<file path="config.mk">
export PLATFORM = sky130hd
export DESIGN_NAME = jtbubl_vtiming
export DESIGN_NICKNAME = d
export VERILOG_FILES = /design/src/rtl/jtbubl_vtiming.sv
export SDC_FILE = /design/constraint.sdc
export NUM_CORES = 1
export LEC_CHECK = 0
export ABC_AREA = 1
export CAP_MARGIN = 40
export CELL_PAD_IN_SITES_DETAIL_PLACEMENT = 1
export CELL_PAD_IN_SITES_GLOBAL_PLACEMENT = 1
export CORE_ASPECT_RATIO = 1.75
export CORE_MARGIN = 1
export CORE_UTILIZATION = 38
export CTS_BUF_LIST = sky130_fd_sc_hd__clkbuf_8 sky130_fd_sc_hd__clkbuf_16
export DETAILED_ROUTE_END_ITERATION = 8
export PLACE_DENSITY_LB_ADDON = 0.15
export SKIP_CTS_REPAIR_TIMING = 1
export SYNTH_ARGS = -nofsm -noshare
export SYNTH_HDL_FRONTEND = slang
export SYNTH_SLANG_ARGS = --single-unit
</file>
<file path="constraint.sdc">
create_clock -name clk -period 3.68 [get_ports clk]
set_clock_uncertainty 0.1 [all_clocks]
set_input_delay 0.552 -clock clk [delete_from_list [all_inputs] [get_ports clk]]
set_output_delay 0.552 -clock clk [all_outputs]
set_load 0.01 [all_outputs]
</file>
<file path="src/rtl/jtbubl_vtiming.sv">
// rtl/jtbubl_vtiming.sv - parametrised video timing generator with delayed blanking copies
module jtbubl_vtiming #(
    parameter int HTOTAL   = 384,
    parameter int HB_START = 256,
    parameter int HB_END   = 0,
    parameter int HS_START = 288,
    parameter int HS_LEN   = 32,
    parameter int V_START  = 16,
    parameter int V_END    = 279,
    parameter int VB_START = 240,
    parameter int VS_START = 256,
    parameter int VS_LEN   = 4,
    parameter int DLY      = 0
) (
    input  logic       clk,
    input  logic       rst,
    input  logic       pxl_cen,
    input  logic       flip,
    output logic [8:0] H,
    output logic [8:0] vrender,
    output logic [8:0] vrender1,
    output logic [8:0] vdump,
    output logic       LHBL,
    output logic       LVBL,
    output logic       LHBL_dly,
    output logic       LVBL_dly,
    output logic       HS,
    output logic       VS,
    output logic       vint,
    output logic       frame
);

    localparam int VSPAN = V_END - V_START + 1;

    if (V_END <= V_START || HB_START >= HTOTAL) begin : g_bad_params
        $error("jtbubl_vtiming: unsupported parameter set");
    end

    // Line number n rows ahead, wrapping inside the V_START..V_END window
    function automatic logic [8:0] vadd(input logic [8:0] base, input int n);
        int t;
        t = int'(base) + n;
        if (t > V_END) t -= VSPAN;
        return 9'(t);
    endfunction

    // VS window may run past V_END and continue from V_START
    function automatic logic vs_on(input logic [8:0] vv);
        int off;
        off = int'(vv) - VS_START;
        if (off < 0) off += VSPAN;
        return off < VS_LEN;
    endfunction

    logic [8:0] v;
    logic [8:0] h_nxt;
    logic [8:0] v_nxt;
    logic [8:0] v_cur;
    logic       h_wrap;
    logic       v_last;

    // Next-state counter values; flags are decoded from these so they land with the counters
    always_comb begin
        h_wrap = (int'(H) == HTOTAL - 1);
        v_last = (int'(v) == V_END);
        h_nxt  = h_wrap ? 9'd0 : H + 9'd1;
        v_nxt  = v;
        if (h_wrap) v_nxt = v_last ? 9'(V_START) : v + 9'd1;
        v_cur  = pxl_cen ? v_nxt : v;
    end

    // Counters, look-ahead rows and blanking/sync flags
    always_ff @(posedge clk) begin
        if (rst) begin
            H        <= 9'd0;
            v        <= 9'(V_START);
            vrender  <= vadd(9'(V_START), 1);
            vrender1 <= vadd(9'(V_START), 2);
            LHBL     <= 1'b0;
            LVBL     <= 1'b0;
            HS       <= 1'b0;
            VS       <= 1'b0;
            vint     <= 1'b0;
            frame    <= 1'b0;
        end else begin
            vint <= 1'b0;
            if (pxl_cen) begin
                H        <= h_nxt;
                v        <= v_nxt;
                vrender  <= vadd(v_nxt, 1);
                vrender1 <= vadd(v_nxt, 2);
                LHBL     <= !(int'(h_nxt) >= HB_START || int'(h_nxt) < HB_END);
                HS       <= int'(h_nxt) >= HS_START && int'(h_nxt) < HS_START + HS_LEN;
                if (h_wrap) begin
                    LVBL <= int'(v_nxt) < VB_START;
                    VS   <= vs_on(v_nxt);
                    vint <= int'(v_nxt) == VB_START;
                    if (v_last) frame <= ~frame;
                end
            end
        end
    end

    // Dump row tracks flip every clk, using the row the counters are moving to
    always_ff @(posedge clk) begin
        if (rst) vdump <= 9'(V_START);
        else     vdump <= flip ? 9'(V_START + V_END) - v_cur : v_cur;
    end

    if (DLY == 0) begin : g_no_dly
        assign LHBL_dly = LHBL;
        assign LVBL_dly = LVBL;
    end else begin : g_dly
        logic [DLY-1:0] hb_sr;
        logic [DLY-1:0] vb_sr;

        // Pixel-rate shift line aligning blanking with the colour mixer pipeline
        always_ff @(posedge clk) begin
            if (rst) begin
                hb_sr <= '0;
                vb_sr <= '0;
            end else if (pxl_cen) begin
                hb_sr[0] <= LHBL;
                vb_sr[0] <= LVBL;
                for (int i = 1; i < DLY; i++) begin
                    hb_sr[i] <= hb_sr[i-1];
                    vb_sr[i] <= vb_sr[i-1];
                end
            end
        end

        assign LHBL_dly = hb_sr[DLY-1];
        assign LVBL_dly = vb_sr[DLY-1];
    end

endmodule
</file>
**Word level (Yosys, flattened, before mapping)**

Cells that the tools add are included.

- Bits in registers: 51
- Input bits: 4
- Output and inout port bits: 44
- Logic and storage cells: 50

- Add/subtract/negate cells: 9
- Order comparisons: 8
- Equal/unequal tests: 3
- Mux-type cells: 11
- Bitwise operators: 3
- Reduce and logical (&&, ||, !) cells: 5

Operator list:

| operator | number |
|---|---|
| $mux 32 | 4 |
| $mux 9 | 7 |
| $lt 32x4->1 const B | 1 |
| $eq 9x9->1 const B | 3 |
| $gt 10x9->1 const B | 2 |
| $add 9x1->9 const B | 2 |
| $ge 9x9->1 const B | 2 |
| $sub 9x9->9 const B | 2 |
| $add 10x10->11 const B | 1 |
| $add 9x1->10 const B | 1 |
| $add 9x2->10 const B | 1 |
| $lt 10x1->1 const B | 1 |
| $sub 9x9->10 const B | 1 |
| $lt 9x8->1 const B | 1 |
| $lt 9x9->1 const B | 1 |
| $sub 9x9->9 const A | 1 |
| $not 1->1 | 3 |
| $reduce_and 3->1 | 1 |
| $reduce_or 3->1 | 1 |
| $reduce_and 2->1 | 1 |
| $logic_and 1x1->1 | 1 |
| $logic_not 1->1 | 1 |

**Logic depth before layout (Yosys ltp)**

Gate-level depths: netlist of run 1.

- Word-level depth: 10
- Mapped depth: 24
- Mapped depth without buffers: 23

**Least setup slack after synthesis of run 1**

No wires, ideal clock.

- Kind: flip-flop to flip-flop
- Start: register H[0]
- End: register vrender[5]
- Setup time: 109 ps
- Arrival: 2466 ps
- Data required time: 3471 ps
- Setup slack: 1005 ps
- Cell stages (with the launch flop): 21
- Buffers on the path: 1
- Period minus slack after synthesis: 2675 ps
- Cell sequence: dfxtp_1 ha_1 nand3_2 inv_1 nand3_2 buf_6 o21ai_1 ha_1 nand2_1 nor2_2 nand2_1 nand2_1 nand2_1 nor2_1 nand2_1 nand2_2 nand2_4 nand2_1 nand3_1 nand2_1 inv_1

- Longest elaborated chain between the ends: 5
- Elaborated cells between the ends (all ways): 6
- Those cells by class: add/sub (2); order compare (1); eq/ne (1); mux (2)

RTL lines:

| what | line | source |
|---|---|---|
| from (decl) | 19 | `output logic [8:0] H,` |
| from (signal assigned) | 88 | `H <= h_nxt;` |
| $eq 9x9->1 (*) | 64 | `h_wrap = (int'(H) == HTOTAL - 1);` |
| $mux 9 (*) | 68 | `if (h_wrap) v_nxt = v_last ? 9'(V_START) : v + 9'd1;` |
| $add 9x1->10 (*) | 42 | `t = int'(base) + n;` |
| $sub 9x9->9 / $gt 10x9->1 (equally long branches) | 43 | `if (t > V_END) t -= VSPAN;` |
| $mux 9 (*) | 43 |  |
| to (signal assigned) | 77 | `vrender <= vadd(9'(V_START), 1);` |
| to (signal assigned) | 90 | `vrender <= vadd(v_nxt, 1);` |
| to (decl) | 20 | `output logic [8:0] vrender,` |

Every way passes the cells marked *; elsewhere a longest branch is shown, timed or not.
A chain may end at the register's enable or synchronous reset.

**Final worst setup path of run 1**

- Start: register H[0]
- End: register vrender[7]

- Longest elaborated chain between the ends: 5
- Elaborated cells between the ends (all ways): 6
- Those cells by class: add/sub (2); order compare (1); eq/ne (1); mux (2)

RTL lines:

| what | line | source |
|---|---|---|
| $eq 9x9->1 (*) | 64 |  |
| $mux 9 (*) | 68 |  |
| named net v_nxt[0] | 57 | `logic [8:0] v_nxt;` |
| $add 9x1->10 (*) | 42 |  |
| $sub 9x9->9 / $gt 10x9->1 (equally long branches) | 43 |  |
| $mux 9 (*) | 43 |  |

Mark *: on every way through the listed nets, which the timed path passes. The rest lies on a longest branch.

==> results of run 1 <==
-- Yosys cell counts --
cell type / n / area share (%)
buf_4: 4 / 0.94
inv_1: 56 / 6.6
nand3_1: 46 / 7.2
nand2_2: 12 / 2.4
nand3b_1: 1 / 0.24
nor3_2: 1 / 0.31
nand2_4: 3 / 1.1
nand3_2: 4 / 1.3
ha_1: 9 / 3.5
inv_2: 4 / 0.47
o21a_1: 2 / 0.47
and3_1: 1 / 0.20
o41ai_1: 1 / 0.28
nand4_1: 9 / 1.8
nor2_8: 1 / 0.63
a21oi_1: 25 / 3.9
a21o_1: 1 / 0.24
buf_1: 1 / 0.12
clkbuf_1: 9 / 1.1
buf_6: 2 / 0.71
o211ai_1: 1 / 0.24
nor2_1: 61 / 7.2
a22o_1: 1 / 0.28
dfxtp_1: 50 / 31
nand2_1: 122 / 14
xnor2_1: 4 / 1.1
or2_2: 2 / 0.39
o21ai_0: 29 / 4.6
nor3_1: 5 / 0.79
o21ai_1: 5 / 0.79
buf_2: 3 / 0.47
nor2_4: 3 / 1.1
xor2_1: 7 / 1.9
o21ai_4: 1 / 0.51
nor2_2: 6 / 1.2
clkinv_1: 2 / 0.24
-- flip-flops by register name (all words and copies together) (netlist names) --
signal	count
vint	1
VS	1
H	9
vdump	8
v	9
LHBL	1
HS	1
LVBL	1
vrender1	9
frame	1
vrender	9
-- cell type report --
| cell class | instances | area [sq um] |
|---|---|---|
| Fill cell | 1076 | 4170 |
| Multi-Input combinational cell | 363 | 1840 |
| Sequential cell | 50 | 1000 |
| Timing Repair Buffer | 53 | 515 |
| Inverter | 62 | 236 |
| Clock buffer | 5 | 125 |
| Tap cell | 90 | 113 |
| Clock inverter | 3 | 17.5 |
-- through the flow --
| step | total power [uW] | hold WS [ns] |
|---|---|---|
| 2_1_floorplan | 709 | 0.373 |
| 3_3_place_gp | 787 | 0.340 |
| 3_5_place_dp | 792 | 0.342 |
| 4_1_cts | 1250 | 0.359 |
| 5_1_grt | 1290 | 0.382 |
| 6_report | 1240 | 0.352 |
-- cells in the final DEF (no fill, tap or decap), types with 2 or more instances in the layout --
master,synthesis,routed
a21oi_1,25,25
buf_4,4,6
clkbuf_16,0,5
clkdlybuf4s50_1,0,47
dfxtp_1,50,50
ha_1,9,9
inv_1,56,57
inv_2,4,4
nand2_1,122,122
nand2_2,12,12
nand2_4,3,3
nand3_1,46,46
nand3_2,4,4
nand4_1,9,9
nor2_1,61,61
nor2_2,6,6
nor2_4,3,3
nor3_1,5,5
o21a_1,2,2
o21ai_0,29,29
o21ai_1,5,5
or2_2,2,2
xnor2_1,4,4
xor2_1,7,7
-- path summary, 6_finish.rpt --
check | from | endpoint
max | H[0] | vrender[7]
min | VS | VS
max reg2reg | H[0] | vrender[7]
min reg2reg | VS | VS
-- cell families after synthesis --
kind of cell	Yosys count
fa+ha+maj	9
simple gates	277
flops	50
buf+inv	81
xor+xnor	11
compound gates	66
-- layer usage --
| layer | up-vias | track usage, % | share of wire (%) |
|---|---|---|---|
| met5 | - | 0 | 0 |
| met4 | 0 | 11.9 | 3.9 |
| met3 | 22 | 2.53 | 2.0 |
| met2 | 58 | 48.0 | 56 |
| met1 | 1574 | 23.0 | 38 |
| li1 | 1650 | - | - |
-- where the power goes --
group | leakage (uW) | switching [uW] | internal (uW)
Sequential | 0.000411 | 21.5 | 567
Clock | 0.0000750 | 213 | 250
Combinational | 0.00125 | 109 | 80.3
-- worst register-to-register path: cells and delay by family (launching register included) --
family	cells	cell delay, ns
AOI/OAI and AO/OA	1	0.16
DFF	1	0.35
and+or+nand+nor	13	1.26
buffers and inverters	6	0.63
adders and majority gates	3	0.64
==> results.md, run 1 <==
- Synth Area in Adders: between 3 and 4%
- Slew margin rel.: between 60 and 70%
- Gpl congestion: between 0.9 and 1
- Sequential area share after synthesis: a little under a third
- Clock transition at path regs: roughly 0.070 ns
- Crit Path Max Fanout: 11
- Antenna violations before repair: 0
- Final Max Tran Viols: 0
- Synth Area in Compound Gates: 11.3%
- Cell Chain, Critical Path: ha_1 -> nand3_2 -> inv_1 -> nand3_2 -> clkinvlp_4 -> nand2_1 -> nand2_1 -> inv_1 -> ha_1 -> inv_1 -> a21oi_1 -> nand2_1 -> nand2_1 -> nand2_1 -> inv_1 -> ha_1 -> nand3_1 -> nand2_1 -> nand2_1 -> nand2_1 -> nand3_1 -> nand2_1 -> inv_1
- Vias in the first global route: roughly 3400
- Netlist cell types: 36
- Fmax: 311 MHz
- Row count: between 40 and 50
- Clk root buf: clkbuf_16
- Finished Layout Cells: about 630
- Layout cells sized above 1: a little under a tenth
- Run status: finished with violations
- # H-tree levels: 2
- Clock latency on the worst-skew pair: about 0.30 ns
- Worst slew pin tran: between 0.4 and 0.5 ns
- Width of the die: 71.2 um
- Ys Warns: 0
- Critical path buffer and inverter count: 6
- Die ar.: 8760 sq um
- Final setup viols: 0
- Setup TNS: 0 ns
- DR pass1 iterations: 8
- Leak pwr: between 0.0015 and 0.002 uW
- Pin count of the biggest net entering global routing: 49
- CP Launch Type: register
- Drt initial violations: around 160
- Vias: approximately 3300
- Worst slack at placement: between 0.4 and 0.5 ns
- Initial cell density of the core: 39.7%
- Fin crit period: 3.22 ns
- Final WS setup: around 0.46 ns
- Syn avg cell area: between 6 and 7 sq um
- CORE AREA: roughly 8000 sq um
- DP HPWL: around 7.6 mm
- Final Net Count: 548
- Crit. path cell count: 23
- Max incr delay on CP: 0.35 ns
- Core Util, Final: roughly 48%
- IO Pins: 48
- Synth Area in XOR/XNOR: between 3 and 4%
- ANT cells: 0
- First-pass GRT wire length: 16.1 mm
- Top Family by Delay on Critical Path: simple AND/OR/NAND/NOR gates
- MaxCap Viol Count: 0
- Vias per Instance: approximately 5.3
- RSZ-0062 raised after global routing: false
- Syn Inst Count: 494
- Chip height: 123 um
- Peak VDD IR: between 0.15 and 0.2 mV
- Mux share of post-synthesis cell area: 0%
- Layout area overhead: 21.0%
- Crit Path Class: reg2reg
- Final worst path period share: between 80% and 90%
- Data required time of the critical path: ~3.8 ns
- Crit end category: register
- Tot GR Track Use: 23.7%
- Antenna viol nets, final: 0
- I/O Buffers: 47
- Clock buffer depth: 2
- Routed len/inst: 15.5 um
- Placed instance area: between 3000 and 4000 sq um
- Design area: 3850 sq um
- Yosys reg bits: 50
- Endpoints failing hold: 0
- Synth Area in Simple Gates: between 40% and 50%
- CTS tree: built
- Worst R2R Setup Slack: ~0.46 ns
- Congestion Overflow GR: 0
- PD cells: roughly 320 nW/um^2
- Min-delay worst type: reg2reg
- Syn nets: roughly 500
- # clock sinks: 50
- Cell repeated most along the worst path: nand2_1
- DP Cell Count: just over 600
- Failing checks: DRC
- R2R cell count: 23
- Drc violations: 5
- Worst hold stages: 2
- Main combinational cell family by area after synthesis: simple AND/OR/NAND/NOR gates
- Total CTS buffers: 5
- Arrival time at the worst endpoint: around 3.3 ns
- Post-Syn Area: about 3200 sq um
- Post-Route WL: a little under 10 mm
- Crit-path slowest cell: dfxtp_1
(Power assumes the default switching activity.)
==> inputs of run 2 (changes only) <==
ABC_AREA = unset   (was 1)
CORE_UTILIZATION = 41   (was 38)
==> run 2 against run 1 <==
Critical path type unchanged. Clock power up 1%. Largest cell class unchanged. Sequential power down 3%. Highest routed layer unchanged. Largest power group unchanged. The run now ends clean. Die area down 6.5%. Worst setup slack worse by 0.26 ns.
==> results.md, run 2 <==
- Final worst path period share: 94.5%
- Clock latency on the worst-skew pair: roughly 0.30 ns
- Worst Hold Launch: vrender[0]
- Top cells by area, synth: dfxtp_1 31%, nor2_1 5.9%, xnor2_1 4.4%, xor2_1 4.4%, nand2_1 3.9%
- Syn nets: 392
- CORE AREA: roughly 7600 sq um
- Gpl congestion: roughly 0.87
- Final WS setup: 0.202 ns
- Chip height: ~120 um
- Vias in the first global route: around 3100
- Sequential area share after synthesis: 31.2%
- Comb pwr share: between 10% and 20%
- Min-delay worst type: reg2reg
- # H-tree levels: 2
- Data required time of the critical path: between 3 and 4 ns
- CP Launch Type: register
- Flop pwr share: between 40 and 50%
- Synth cell count leaders: 50 x dfxtp_1, 50 x nor2_1, 33 x nand2_1
- Width of the die: between 60 and 70 um
- Final setup viols: 0
- First-pass GRT wire length: 15.1 mm
- R2R cell count: 13
- DP HPWL: about 7.2 mm
- PD cells: 290 nW/um^2
- Worst Setup EP: vrender[5]
- # clock sinks: 50
- Synth async-reset ratio: 0%
- Endpoints failing hold: 0
- Congestion Overflow GR: 0
- Die ar.: between 8000 and 9000 sq um
- Row count: 42
- Worst slack at placement: roughly 0.11 ns
- Internal power: 868 uW
- Arrival time at the worst endpoint: around 3.6 ns
- Crit end category: register
- Critical path origin: v[0]
- Reg-to-Reg Start: v[0]
- MaxCap Viol Count: 0
- Sw Ratio: 25.7%
- Tot GR Track Use: 24.6%
- Total CTS buffers: 5
- DR pass1 iterations: 4
- Slew margin rel.: ~54%
- Clock Power Share: between 40% and 50%
- CTS tree: built
- Clock transition at path regs: approximately 0.070 ns
- Antenna viol nets, final: 0
- Critical R2R Capture: vrender[5]
- Crit Path Class: reg2reg
- Drc violations: 0
- Area leader, netlist: dfxtp_1
- Layout cells sized above 1: around 18%
- Fin crit period: 3.48 ns
- Vias per Instance: between 5 and 6
- DP Cell Count: 511
- Yosys top cell area share: between 30 and 40%
- NetSw: ~300 uW
- Netlist cell types: 66
- I/O Buffers: 47
- Finished Layout Cells: approximately 520
- Worst R2R Setup Slack: around 0.20 ns
- Syn avg cell area: between 8 and 9 sq um
- Final Max Tran Viols: 0
- Ys flop type: dfxtp_1
- IO Pins: between 40 and 50
- Peak VDD IR: ~0.30 mV
- Routed len/inst: between 15 and 20 um
- Vias: about 3000
- Initial cell density of the core: a little over two fifths
- Pin count of the biggest net entering global routing: 29
- Antenna violations before repair: 0
- Post-Syn Area: roughly 3200 sq um
- Fmax: between 200 and 300 MHz
- Crit Path Max Fanout: 9
- Yosys reg bits: 50
- Layout area overhead: 25.6%
- Clock buffer depth: 2
- Clk root buf: clkbuf_16
- Worst slew pin tran: approximately 0.67 ns
- Final Net Count: 446
- Commonest non-fill, non-tap cells in the layout: 50 x nor2_1, 48 x dfxtp_1, 46 x clkdlybuf4s50_1, 33 x nand2_1, 25 x buf_4
- Commonest non-fill, non-tap cell in the layout: nor2_1
- Drt initial violations: 82
- ANT cells: 0
- Syn Inst Count: 379
- Post-Route WL: 9.45 mm
- Run status: completed
- Leak pwr: between 0.0015 and 0.002 uW
- Ys Warns: 0
- EDFF count, synth: 0
run 2: final cells by class:
cell class | count | area [sq um]
multi-input combinational | 294 | 2070
fill | 914 | 3540
clock buffer | 5 | 125
timing repair buffer | 72 | 653
sequential | 50 | 1000
tap | 88 | 110
inverter | 10 | 40.0
clock inverter | 3 | 17.5
run 2: cells by family (layout without fill, tap and decap cells):
kind of cell             Yosys count  after routing  share of synthesized area (%)
AND/OR/NAND/NOR                  166            166                           28.5
multiplexers                      16             16                           5.94
AO/OA/AOI/OAI                     68             68                           15.2
buffers and inverters             35             90                           5.31
flip-flops                        50             50                           31.2
adder cells (fa/ha/maj)            9              9                           3.51
XOR/XNOR                          35             35                           10.3
run 2: critical path: stages (launching register included):
cell       delay, ns
dfxtp_1         0.42
ha_1            0.24
nand4bb_1       0.16
o41a_1          0.39
mux2i_4         0.25
inv_4           0.10
ha_1            0.24
nand2_1         0.15
nor2_1          0.09
and4_1          0.25
o31ai_4         0.32
o21ai_2         0.11
or3_1           0.35
a311oi_1        0.24
run 2: power by group through the flow:
stage | logic, uW | registers [uW] | clock network [uW]
after floorplan | 60.5 | 590 | 0
after global placement | 126 | 582 | 0
after detailed placement | 127 | 583 | 0
after CTS | 129 | 570 | 479
after global routing | 140 | 573 | 497
final | 128 | 571 | 469
run 2: per-layer routing:
layer	vias to the layer above	track usage, %	routed length, um	part of all wire [%]
met2	49	46.1	5290	56
met1	1478	25.2	3650	39
met4	0	11.5	349	3.7
met5	-	0	0	0
met3	25	3.26	157	1.7
li1	1455	-	-	-
run 2: how the worst min path moves through the flow:
stage                        to  slack [ns]  cells after the start
finish               vrender[0]        0.36                      2
global route         vrender[8]        0.39                      2
CTS                  vrender[8]        0.37                      2
detailed placement  vrender1[0]        0.35                      1
global placement    vrender1[0]        0.34                      1
floorplan            vrender[0]        0.37                      2
run 2: stage by stage:
stage               setup TNS (ns)  power [uW]  hold WS [ns]  area (sq um)  utilization, %
floorplan                        0         650         0.374          3200               -
global placement                 0         708         0.341          3810            50.4
detailed placement               0         710         0.351          3810            50.4
CTS                              0        1180         0.366          3960            52.3
global route               -0.0332        1210         0.388          4020            53.2
finish                           0        1170         0.362          4020            53.2
==> inputs of run 3 (changes only) <==
CORE_MARGIN = 1.5   (was 1)
==> run 3 against run 2 <==
Sequential share of layout area is essentially flat. Clock power is 7.9% higher. Hold slack about the same. Via count shrank 1.3%. First-iteration DRC count increased by 17%. Final area fell by 0.16%. Sequential cell count unchanged. Critical path type unchanged. Critical endpoint unchanged. Largest cell class unchanged.
==> results.md, run 3 (synthesized netlist as in run 2, its figures left out) <==
- Endpoints failing hold: 0
- Critical path origin: H[1]
- First-pass GRT wire length: 14.8 mm
- Setup TNS: 0 ns
- Congestion Overflow GR: 0
- PD cells: approximately 300 nW/um^2
- Worst Hold Launch: vrender[8]
- Vias per Instance: approximately 5.7
- Data required time of the critical path: between 3 and 4 ns
- Vias: 2967
- Final setup viols: 0
- Chip height: 120 um
- Total CTS buffers: 5
- MaxCap Viol Count: 0
- I/O Buffers: 47
- Crit-path slowest cell: dfxtp_1
- Layout cells sized above 1: 16.9%
- Cell Chain, Critical Path: ha_2 -> and4_1 -> nand2_2 -> a21boi_1 -> inv_1 -> ha_1 -> nand2_1 -> nor2_1 -> and4_1 -> o31ai_4 -> o21ai_2 -> or3_1 -> a311oi_1
- Worst hold stages: 2
- Tot GR Track Use: about 22%
- Worst slew pin tran: a little under 0.6 ns
- Routed len/inst: around 18 um
- Antenna viol nets, final: 0
- Crit Path Max Fanout: 7
- Slew margin rel.: just under 60%
- CORE AREA: around 7600 sq um
- Core Util, Final: 53.1%
- Arrival time at the worst endpoint: around 3.6 ns
- DP HPWL: 6.86 mm
- Die ar.: roughly 8400 sq um
- Reg-to-Reg Start: H[1]
- Clock buffer depth: 2
- Row count: 42
- Min-Delay Endpoint: vrender[8]
- Layout area overhead: 25.4%
- ANT cells: 0
- Clock latency on the worst-skew pair: 0.29 ns
- Post-Route WL: a little over 9 mm
- Gpl congestion: 0.901
- CTS tree: built
- Final worst path period share: 94.6%
- Drc violations: 0
- Drt initial violations: 96
- Worst slack at placement: approximately 0.11 ns
- Crit Path Class: reg2reg
- R2R cell count: 13
- Max incr delay on CP: around 0.40 ns
- Top Family by Delay on Critical Path: simple AND/OR/NAND/NOR gates
- Tot Pwr: between 1000 and 1500 uW
- Antenna violations before repair: 0
- Cell repeated most along the worst path: and4_1
- Vias in the first global route: 3019
- Width of the die: approximately 70 um
- Leak pwr: 0.00151 uW
- # clock sinks: 50
- Fmax: approximately 290 MHz
- Pin count of the biggest net entering global routing: 44
- Run status: completed
- Final Max Tran Viols: 0
- Fin crit period: between 3 and 4 ns
- Critical R2R Capture: vrender[5]
- Clock transition at path regs: ~0.070 ns
- Final WS setup: roughly 0.20 ns
- Worst R2R Setup Slack: slightly below 0.2 ns
- Final Net Count: approximately 440
- DR pass1 iterations: 4
- IO Pins: 48
- Peak VDD IR: around 0.35 mV
- # H-tree levels: 2
- CP Launch Type: register
- Commonest non-fill, non-tap cells in the layout: 50 x dfxtp_1, 50 x nor2_1, 46 x clkdlybuf4s50_1, 33 x nand2_1, 22 x buf_4
- Initial cell density of the core: 42.3%
- Min-delay worst type: reg2reg
- Crit end category: register
- Clk root buf: clkbuf_16
- Critical path buffer and inverter count: 1
## run 3: cell count changes in the layout (fill, tap and decap cells not counted), sizes merged
| cell | change |
|---|---|
| clkinv | -1 |
| inv | -1 |
| clkbuf | +2 |
| buf | -3 |
## run 3: worst max path at each step
| stage | endpoint | slack [ns] | cells after the start |
|---|---|---|---|
| 5_1_grt | vrender[5] | -0.04 | 13 |
| 3_3_place_gp | vrender[5] | 0.25 | 13 |
| 4_1_cts | vrender[4] | 0.09 | 14 |
| 3_5_place_dp | vrender[6] | 0.11 | 14 |
| 6_report | vrender[5] | 0.20 | 13 |
| 2_1_floorplan | vrender[5] | 0.22 | 13 |
## run 3: worst min-delay path, cell delays in order, from the launching register on
cell and delay, ns:
dfxtp_1 0.31, nand2_1 0.06, a21oi_1 0.05
## run 3: power by group
part           leakage [uW]  switching [uW]  internal [uW]
registers          0.000408            11.6            559
logic               0.00102            68.7           58.3
clock network     0.0000801             215            291
## run 3: routing by layer
| layer | up-vias | share of wire [%] | global-route usage (%) |
|---|---|---|---|
| li1 | 1453 | - | - |
| met1 | 1435 | 39 | 23.4 |
| met2 | 57 | 55 | 41.8 |
| met3 | 22 | 2.3 | 3.02 |
| met4 | 0 | 3.1 | 10.2 |
| met5 | - | 0 | 0 |
## run 3: cell type report
| type | instances | area [sq um] |
|---|---|---|
| Fill cell | 931 | 3550 |
| Multi-Input combinational cell | 294 | 2070 |
| Sequential cell | 50 | 1000 |
| Timing Repair Buffer | 69 | 631 |
| Clock buffer | 7 | 153 |
| Tap cell | 88 | 110 |
| Inverter | 10 | 40.0 |
| Clock inverter | 1 | 8.76 |
## run 3: through the flow
stage	instance area, sq um	cells	hold slack [ns]
CTS	3960	517	0.366
finish	4020	519	0.361
global placement	3800	509	0.350
detailed placement	3800	509	0.355
floorplan	3200	379	0.374
global route	4020	519	0.383
